File: config.mk
export PLATFORM = sky130hd
export DESIGN_NAME = logic_serializer_32_flat
export DESIGN_NICKNAME = d
export VERILOG_FILES = /design/src/rtl/alu_logic_pkg.sv /design/src/rtl/logic_serializer_32_if.sv /design/src/rtl/logic_slice_8.sv /design/src/rtl/logic_serializer_32.sv /design/src/flat_wrapper.sv
export SDC_FILE = /design/constraint.sdc
export NUM_CORES = 1
export LEC_CHECK = 0
export CAP_MARGIN = 20
export CELL_PAD_IN_SITES_DETAIL_PLACEMENT = 1
export CELL_PAD_IN_SITES_GLOBAL_PLACEMENT = 1
export CORE_UTILIZATION = 41
export DETAILED_ROUTE_END_ITERATION = 8
export PLACE_DENSITY = 0.89
export SYNTH_ARGS = -nofsm -noshare
export SYNTH_HDL_FRONTEND = slang
export SYNTH_SLANG_ARGS = --single-unit
File: constraint.sdc
create_clock -name clock -period 4 [get_ports clock]
set_input_delay 1.2 -clock clock [delete_from_list [all_inputs] [get_ports clock]]
set_output_delay 1.2 -clock clock [all_outputs]
set_load 0.01 [all_outputs]
File: src/rtl/alu_logic_pkg.sv
// rtl/alu_logic_pkg.sv - shared op encodings, FSM states and slice width
package alu_logic_pkg;

  localparam int SLICE_W = 8;

  typedef enum logic [1:0] {
    OP_AND = 2'b00,
    OP_OR  = 2'b01,
    OP_XOR = 2'b10,
    OP_NOR = 2'b11
  } op_e;

  typedef enum logic [1:0] {
    IDLE = 2'd0,
    RUN  = 2'd1,
    DONE = 2'd2
  } state_e;

endpackage

File: src/rtl/logic_serializer_32_if.sv
// rtl/logic_serializer_32_if.sv - operation/result handshake bundle
interface logic_serializer_32_if #(
  parameter int WIDTH = 32
);

  logic             in_valid;
  logic             in_ready;
  logic [WIDTH-1:0] num1;
  logic [WIDTH-1:0] num2;
  logic [1:0]       op;
  logic             out_valid;
  logic             out_ready;
  logic [WIDTH-1:0] out;
  logic             zero;
  logic             busy;

  modport master (
    output in_valid, num1, num2, op, out_ready,
    input  in_ready, out_valid, out, zero, busy
  );

  modport slave (
    input  in_valid, num1, num2, op, out_ready,
    output in_ready, out_valid, out, zero, busy
  );

endinterface

File: src/rtl/logic_slice_8.sv
// rtl/logic_slice_8.sv - combinational bitwise unit for one byte slice
module logic_slice_8
  import alu_logic_pkg::*;
#(
  parameter int W = SLICE_W
) (
  input  logic [W-1:0] a,
  input  logic [W-1:0] b,
  input  op_e          op,
  output logic [W-1:0] y
);

  always_comb begin
    y = '0;
    case (op)
      OP_AND:  y = a & b;
      OP_OR:   y = a | b;
      OP_XOR:  y = a ^ b;
      OP_NOR:  y = ~(a | b);
      default: y = '0;
    endcase
  end

endmodule

File: src/rtl/logic_serializer_32.sv
// rtl/logic_serializer_32.sv - bitwise logic unit processing one byte slice per cycle
module logic_serializer_32
  import alu_logic_pkg::*;
#(
  parameter int WIDTH   = 32,
  parameter int SLICE_W = alu_logic_pkg::SLICE_W
) (
  input  logic                   clock,
  input  logic                   reset_n,
  logic_serializer_32_if.slave   bus
);

  localparam int NSL = WIDTH / SLICE_W;
  localparam int IW  = (NSL > 1) ? $clog2(NSL) : 1;

  state_e             state;
  state_e             state_n;
  logic [WIDTH-1:0]   a_q;
  logic [WIDTH-1:0]   b_q;
  op_e                op_q;
  logic [WIDTH-1:0]   res_q;
  logic [WIDTH-1:0]   res_n;
  logic [WIDTH-1:0]   out_q;
  logic               zero_q;
  logic [IW-1:0]      idx;
  logic [SLICE_W-1:0] a_sl;
  logic [SLICE_W-1:0] b_sl;
  logic [SLICE_W-1:0] y_sl;
  logic               last;

  assign a_sl = a_q[idx*SLICE_W +: SLICE_W];
  assign b_sl = b_q[idx*SLICE_W +: SLICE_W];
  assign last = (idx == IW'(NSL - 1));

  logic_slice_8 #(.W(SLICE_W)) u_slice (
    .a  (a_sl),
    .b  (b_sl),
    .op (op_q),
    .y  (y_sl)
  );

  // Working result is kept apart from out so out only changes when a full result lands
  always_comb begin
    res_n = res_q;
    res_n[idx*SLICE_W +: SLICE_W] = y_sl;
  end

  always_comb begin
    state_n = state;
    case (state)
      IDLE:    if (bus.in_valid)  state_n = RUN;
      RUN:     if (last)          state_n = DONE;
      DONE:    if (bus.out_ready) state_n = IDLE;
      default: state_n = IDLE;
    endcase
  end

  always_ff @(posedge clock or negedge reset_n) begin
    if (!reset_n) state <= IDLE;
    else          state <= state_n;
  end

  always_ff @(posedge clock or negedge reset_n) begin
    if (!reset_n) begin
      a_q    <= '0;
      b_q    <= '0;
      op_q   <= OP_AND;
      res_q  <= '0;
      out_q  <= '0;
      zero_q <= 1'b0;
      idx    <= '0;
    end else begin
      case (state)
        IDLE: begin
          if (bus.in_valid) begin
            a_q  <= bus.num1;
            b_q  <= bus.num2;
            op_q <= op_e'(bus.op);
            idx  <= '0;
          end
        end
        RUN: begin
          res_q <= res_n;
          idx   <= idx + 1'b1;
          if (last) begin
            out_q  <= res_n;
            zero_q <= (res_n == '0);
          end
        end
        default: ;
      endcase
    end
  end

  // in_ready is gated by reset_n so it reads 0 for the whole reset pulse
  assign bus.in_ready  = reset_n && (state == IDLE);
  assign bus.out_valid = (state == DONE);
  assign bus.busy      = (state != IDLE);
  assign bus.out       = out_q;
  assign bus.zero      = zero_q;

endmodule

File: src/flat_wrapper.sv
// flat-port wrapper written by rule: the top's interface ports become plain ports
module logic_serializer_32_flat import alu_logic_pkg::*;
#(
  parameter int WIDTH   = 32,
  parameter int SLICE_W = alu_logic_pkg::SLICE_W
)
  (clock, reset_n, bus_in_valid, bus_num1, bus_num2, bus_op, bus_out_ready, bus_in_ready, bus_out_valid, bus_out, bus_zero, bus_busy);
  logic_serializer_32_if #(.WIDTH(WIDTH)) bus_i ();
  input  logic clock;
  input  logic reset_n;
  input wire logic [$bits(bus_i.in_valid)-1:0] bus_in_valid;
  input wire logic [$bits(bus_i.num1)-1:0] bus_num1;
  input wire logic [$bits(bus_i.num2)-1:0] bus_num2;
  input wire logic [$bits(bus_i.op)-1:0] bus_op;
  input wire logic [$bits(bus_i.out_ready)-1:0] bus_out_ready;
  output wire logic [$bits(bus_i.in_ready)-1:0] bus_in_ready;
  output wire logic [$bits(bus_i.out_valid)-1:0] bus_out_valid;
  output wire logic [$bits(bus_i.out)-1:0] bus_out;
  output wire logic [$bits(bus_i.zero)-1:0] bus_zero;
  output wire logic [$bits(bus_i.busy)-1:0] bus_busy;
  assign bus_i.in_valid = bus_in_valid;
  assign bus_i.num1 = bus_num1;
  assign bus_i.num2 = bus_num2;
  assign bus_i.op = bus_op;
  assign bus_i.out_ready = bus_out_ready;
  assign bus_in_ready = bus_i.in_ready;
  assign bus_out_valid = bus_i.out_valid;
  assign bus_out = bus_i.out;
  assign bus_zero = bus_i.zero;
  assign bus_busy = bus_i.busy;
  logic_serializer_32 #(.WIDTH(WIDTH), .SLICE_W(SLICE_W)) u_core (.clock(clock), .reset_n(reset_n), .bus(bus_i));
endmodule
---- After elaboration in Yosys (flattened, before gate mapping) ----
Index checks and enable logic that the tools add are counted.
word-level totals
  input port bits ......................... 70
  word-level logic and storage cells ...... 45
  output and inout port bits .............. 36
  register bits ........................... 135
operators by class
  eq/ne operators ......................... 9
  shifts and indexed selects .............. 4
  reductions and logical operators ........ 10
  add/subtract/negate cells ............... 2
  multiplexer cells ....................... 8
  bitwise operators ....................... 4
operator list
  operator                                               number
  indexed part select 32 x 6 -> 8 bit                    2
  negation 5 -> 34 bit                                   1
  variable shift 8 x 34 -> 32 bit, first input constant  1
  indexed part select 8 x 34 -> 32 bit                   1
  bitwise mux 32 bit                                     1
  logical NOT 32 bit                                     1
  case mux 8 bit (4 select lines)                        1
  bitwise AND 8 bit                                      1
  equality test 2 bit, second input constant             4
  2-to-1 mux 2 bit                                       4
  NOT 8 bit                                              1
  bitwise OR 8 bit                                       1
  bitwise XOR 8 bit                                      1
  case mux 2 bit (3 select lines)                        1
  AND reduction 2 bit                                    3
  equality test 2 x 1 -> 1 bit, second input constant    2
  logical NOT 2 bit                                      2
  inequality test 2 bit, second input constant           2
  case mux 2 bit (2 select lines)                        1
  nonzero test 2 bit                                     2
  AND reduction 3 bit                                    1
  adder 2 x 1 -> 2 bit, second input constant            1
  inequality test 2 x 1 -> 1 bit, second input constant  1
  logical AND 1 bit                                      1

---- Depth between registers and ports, before layout ----
  word-level depth ........................ 7
  mapped depth ............................ 11
  gate-level depth less buffers ........... 8

---- Cells and area by module ----
A second synthesis with hierarchy kept.
second synthesis, totals
  cells, all modules ...................... 673
  area total of the unflattened synthesis .. 6600.1 µm²
modules (own cells, without submodules)
  module               cells an instance  area an instance (µm²)  sequential area each (µm²)  instances
  logic_serializer_32  614                6073.3                  3378.2                      1
  logic_slice_8        59                 526.8                   0.0                         1

---- Least setup slack after synthesis ----
OpenSTA, ideal clock, no wires.
  kind .................................... register -> register
  from .................................... register u_core.idx[0]
  to ...................................... register u_core.zero_q, in the netlist u_core.bus.zero
  clock period less this slack ............ 2.896 ns
  cell stages (with the launch flop) ...... 11
  path buffers ............................ 2
  library setup time ...................... 0.104 ns
  required time ........................... 3.896 ns
  arrival time ............................ 2.792 ns
  setup slack ............................. 1.104 ns
  cell sequence ........................... dfrtp_1 -> clkbuf_1 -> buf_2 -> mux4_2 -> inv_1 -> ha_1 -> mux2i_1 -> mux2i_2 -> nor4_4 -> a22oi_1 -> o41ai_2
on the way
  cells in the longest elaborated chain, start to end .. 7
  elaborated cells on any way between the ends .. 14
  those cells by class .................... add/sub (1); eq/ne (1); shift (4); mux (2); bitwise (4); reduce/logical (2)
ends and longest elaborated chain
  what                                                           RTL line                                              text
  start: declaration                                             logic_serializer_32.sv:25                             logic [IW-1:0] idx;
  start signal: assignment                                       logic_serializer_32.sv:84                             idx <= idx + 1'b1;
  indexed part select 32 x 6 -> 8 bit, on equally long branches  logic_serializer_32.sv:31, logic_serializer_32.sv:32
  bitwise OR 8 bit                                               logic_slice_8.sv:17, logic_slice_8.sv:19
  NOT 8 bit                                                      logic_slice_8.sv:19                                   OP_NOR: y = ~(a | b);
  case mux 8 bit (4 select lines)                                logic_slice_8.sv:15                                   case (op)
  indexed part select 8 x 34 -> 32 bit                           logic_serializer_32.sv:45                             res_n[idx*SLICE_W +: SLICE_W] = y_sl;
  bitwise mux 32 bit                                             logic_serializer_32.sv:45
  logical NOT 32 bit                                             logic_serializer_32.sv:87                             zero_q <= (res_n == '0);
  end signal: assignment                                         logic_serializer_32.sv:87
  end: declaration                                               logic_serializer_32.sv:24                             logic zero_q;
Several ways; a longest one is shown, not always the timed one.
A chain may end at the register's enable or synchronous reset.

---- Worst setup path after layout ----
  from .................................... input reset_n
  to ...................................... output bus_in_ready
on the way
  cells in the longest elaborated chain, start to end .. 1
ends and longest elaborated chain
  what                RTL line                   text
  start: declaration  flat_wrapper.sv:10         input logic reset_n;
  logical AND 1 bit   logic_serializer_32.sv:96  assign bus.in_ready = reset_n && (state == IDLE);
  end: declaration    flat_wrapper.sv:16         output wire logic [$bits(bus_i.in_ready)-1:0] bus_in_ready;
Every way passes these cells.

==> metrics.txt <==
outcome finished clean; dpl cell area 7840 um^2; fin crit share 0.793; layout cells sized above 1 0.0924; Crit. End Element primary output; multi-input logic area 2940 um^2; Crit Path Category input port to primary output; router iterations before antenna repair 4; clock buffer count from CTS 17; post-synthesis async set-or-reset flop share 1.00; FF-to-FF End u_core.bus.zero; number of synthesized flops with an enable pin 0; Synth Register Bits 135; wirelength, routed 18,800 um; Worst Hold Depth 2; core box area 15,400 um^2; global-route wire length before repair 30,900 um; setup TNS 0 ns; Final Max Slew Viols 0; Initial Util 0.427; via count 5,319; H-tree depth 4; Final setup viols 0; Initial DRC Count 338; DIE AREA 16,600 um^2; fin util 0.546; Hold Buf Count CTS 0; Worst R2R Path Depth 9; total power 7.86 mW; WL/cell 18.8 um; io pins 106; DR DRC count 0; TritonCTS Sinks 135; largest net degree at the start of global routing 136; syn nets 777; die span in x 129 um; dpl hpwl 13,200 um; Least-Margin Pin Slew 0.871 ns; Rel. slew slack 0.408; number of max-cap violations 0; n_diodes 0; clk buf depth 2; clock transition at the registers of the reported paths 0.06 ns; vias in the first global route 5,828; Port Buffer Count 105; most frequent cells in the layout nand2_1 (238), dfrtp_1 (135), clkdlybuf4s50_1 (104); P_leak 3.96 nW; Worst Hold Launch u_core.b_q[23]; area delta synth->final 27.9%; RSZ-0062 raised after global routing false; Die H 129 um; antenna-violating nets left 0; Worst Hold Path EP u_core.b_q[23]; worst r2r src u_core.idx[0]; Vias/cell 5.31; total congestion overflow 0; Synthesis Warnings 0; antenna violations before repair 0; f_max 0.315 GHz; GPL Wtd Cong 0.829; CTS tree done; row cnt 45; later-pin clock latency in the skew report 0.43 ns; post-synth cell types 41; crit start category input port; VDD IR max 0.514 mV; R2R setup slack 0.88 ns; sequential share of the synthesized area 0.512; Mean Syn Cell Area 9.62 um^2; clock skew 0.00992 ns; Setup Fix Bufs, Post-CTS 0; Most used DFF post-synth dfrtp_1; Total GRT Usage 0.248; nets 869; CTS root buf clkbuf_16; min-delay worst type flop to flop; Power Dens Cells 932 nW/um^2; Cells after Synth 685; PostCTS Resize Cnt 0; min Tclk post-route 3.17 ns; final instance area 8430 um^2; Syn Std Cell Area 6590 um^2; crit path DAT 1.97 ns; worst-path maximum fanout 2; sequential cell area 3380 um^2; commonest non-fill, non-tap cell in the layout nand2_1; Hold Fails Final Rpt 0; fillers 1,757; CP Data Required Time 2.80 ns
worst max-delay path, stage by stage:
cell and delay (ns):
buf_6 0.11, and2_1 0.13, clkdlybuf4s50_1 0.53
per-stage QoR:
step / setup WS [ns] / hold WS [ns] / instances
after global placement: 0.813 / 0.455 / 968
final: 0.828 / 0.472 / 1001
after floorplan: 1.10 / 0.440 / 685
after CTS: 0.816 / 0.477 / 1000
after global routing: 0.708 / 0.500 / 1001
after detailed placement: 0.823 / 0.463 / 968
how the worst max path moves through the flow:
stage                        from              end  slack [ns]  cells after the start
CTS                       reset_n     bus_in_ready        0.82                      3
global placement          reset_n     bus_in_ready        0.81                      3
finish                    reset_n     bus_in_ready        0.83                      3
detailed placement        reset_n     bus_in_ready        0.82                      3
floorplan           u_core.idx[0]  u_core.bus.zero        1.10                     10
global route        u_core.idx[0]  u_core.bus.zero        0.71                      9
sequential cells by signal, summed over array words and instances, names as in the netlist:
register / cells
u_core.a_q: 32
u_core.b_q: 32
u_core.bus.out: 32
u_core.bus.zero: 1
u_core.idx: 2
u_core.op_q: 2
u_core.res_q: 32
u_core.state: 2
routing by layer:
metal / global-route usage / part of all wire / wire [um] / vias up
met2: 0.448 / 0.52 / 9860 / 174
met1: 0.289 / 0.41 / 7720 / 2643
li1: - / - / - / 2464
met5: 0 / 0 / 0 / -
met4: 0.113 / 0.026 / 495 / 0
met3: 0.0416 / 0.040 / 758 / 38
cell usage after synthesis (all sizes together) (2+ instances only):
cell type,count,area (um^2)
nand2,239,897
dfrtp,135,3380
a21oi,38,190
o21ai,38,190
nor2b,33,206
clkbuf,30,113
a22o,29,254
ha,22,275
inv,21,78.8
mux2i,16,183
mux4,16,360
buf,14,83.8
nor2,12,45.0
xor2,8,70.1
nor3,5,25.0
and2,4,25.0
nor4,4,40.0
nand3b,3,22.5
a22oi,2,15.0
nand2b,2,12.5
cell type report:
type	count	share of cell area
clock inverters	13	0.0171
well taps	211	0.0313
multi-input cells	485	0.349
flip-flops and latches	135	0.401
inverters	21	0.00935
clock buffers	19	0.0525
repair buffers	117	0.140
kinds of logic (layout without fill, tap and decap cells):
family,count (synthesis),in the layout,synth area share
buffers and inverters,65,170,0.0418
and+or+nand+nor,309,309,0.202
muxes,32,32,0.0824
DFF,135,135,0.512
adders and majority gates,22,22,0.0418
xor gates and xnor gates,8,8,0.0106
AOI/OAI and AO/OA,114,114,0.109
where the power goes:
part / switching, mW / leakage, nW / internal, mW
logic: 2.23 / 1.92 / 1.60
registers: 0.494 / 1.77 / 1.97
clock network: 0.624 / 0.277 / 0.939
total: 3.35 / 3.96 / 4.51
(Power assumes the default switching activity.)
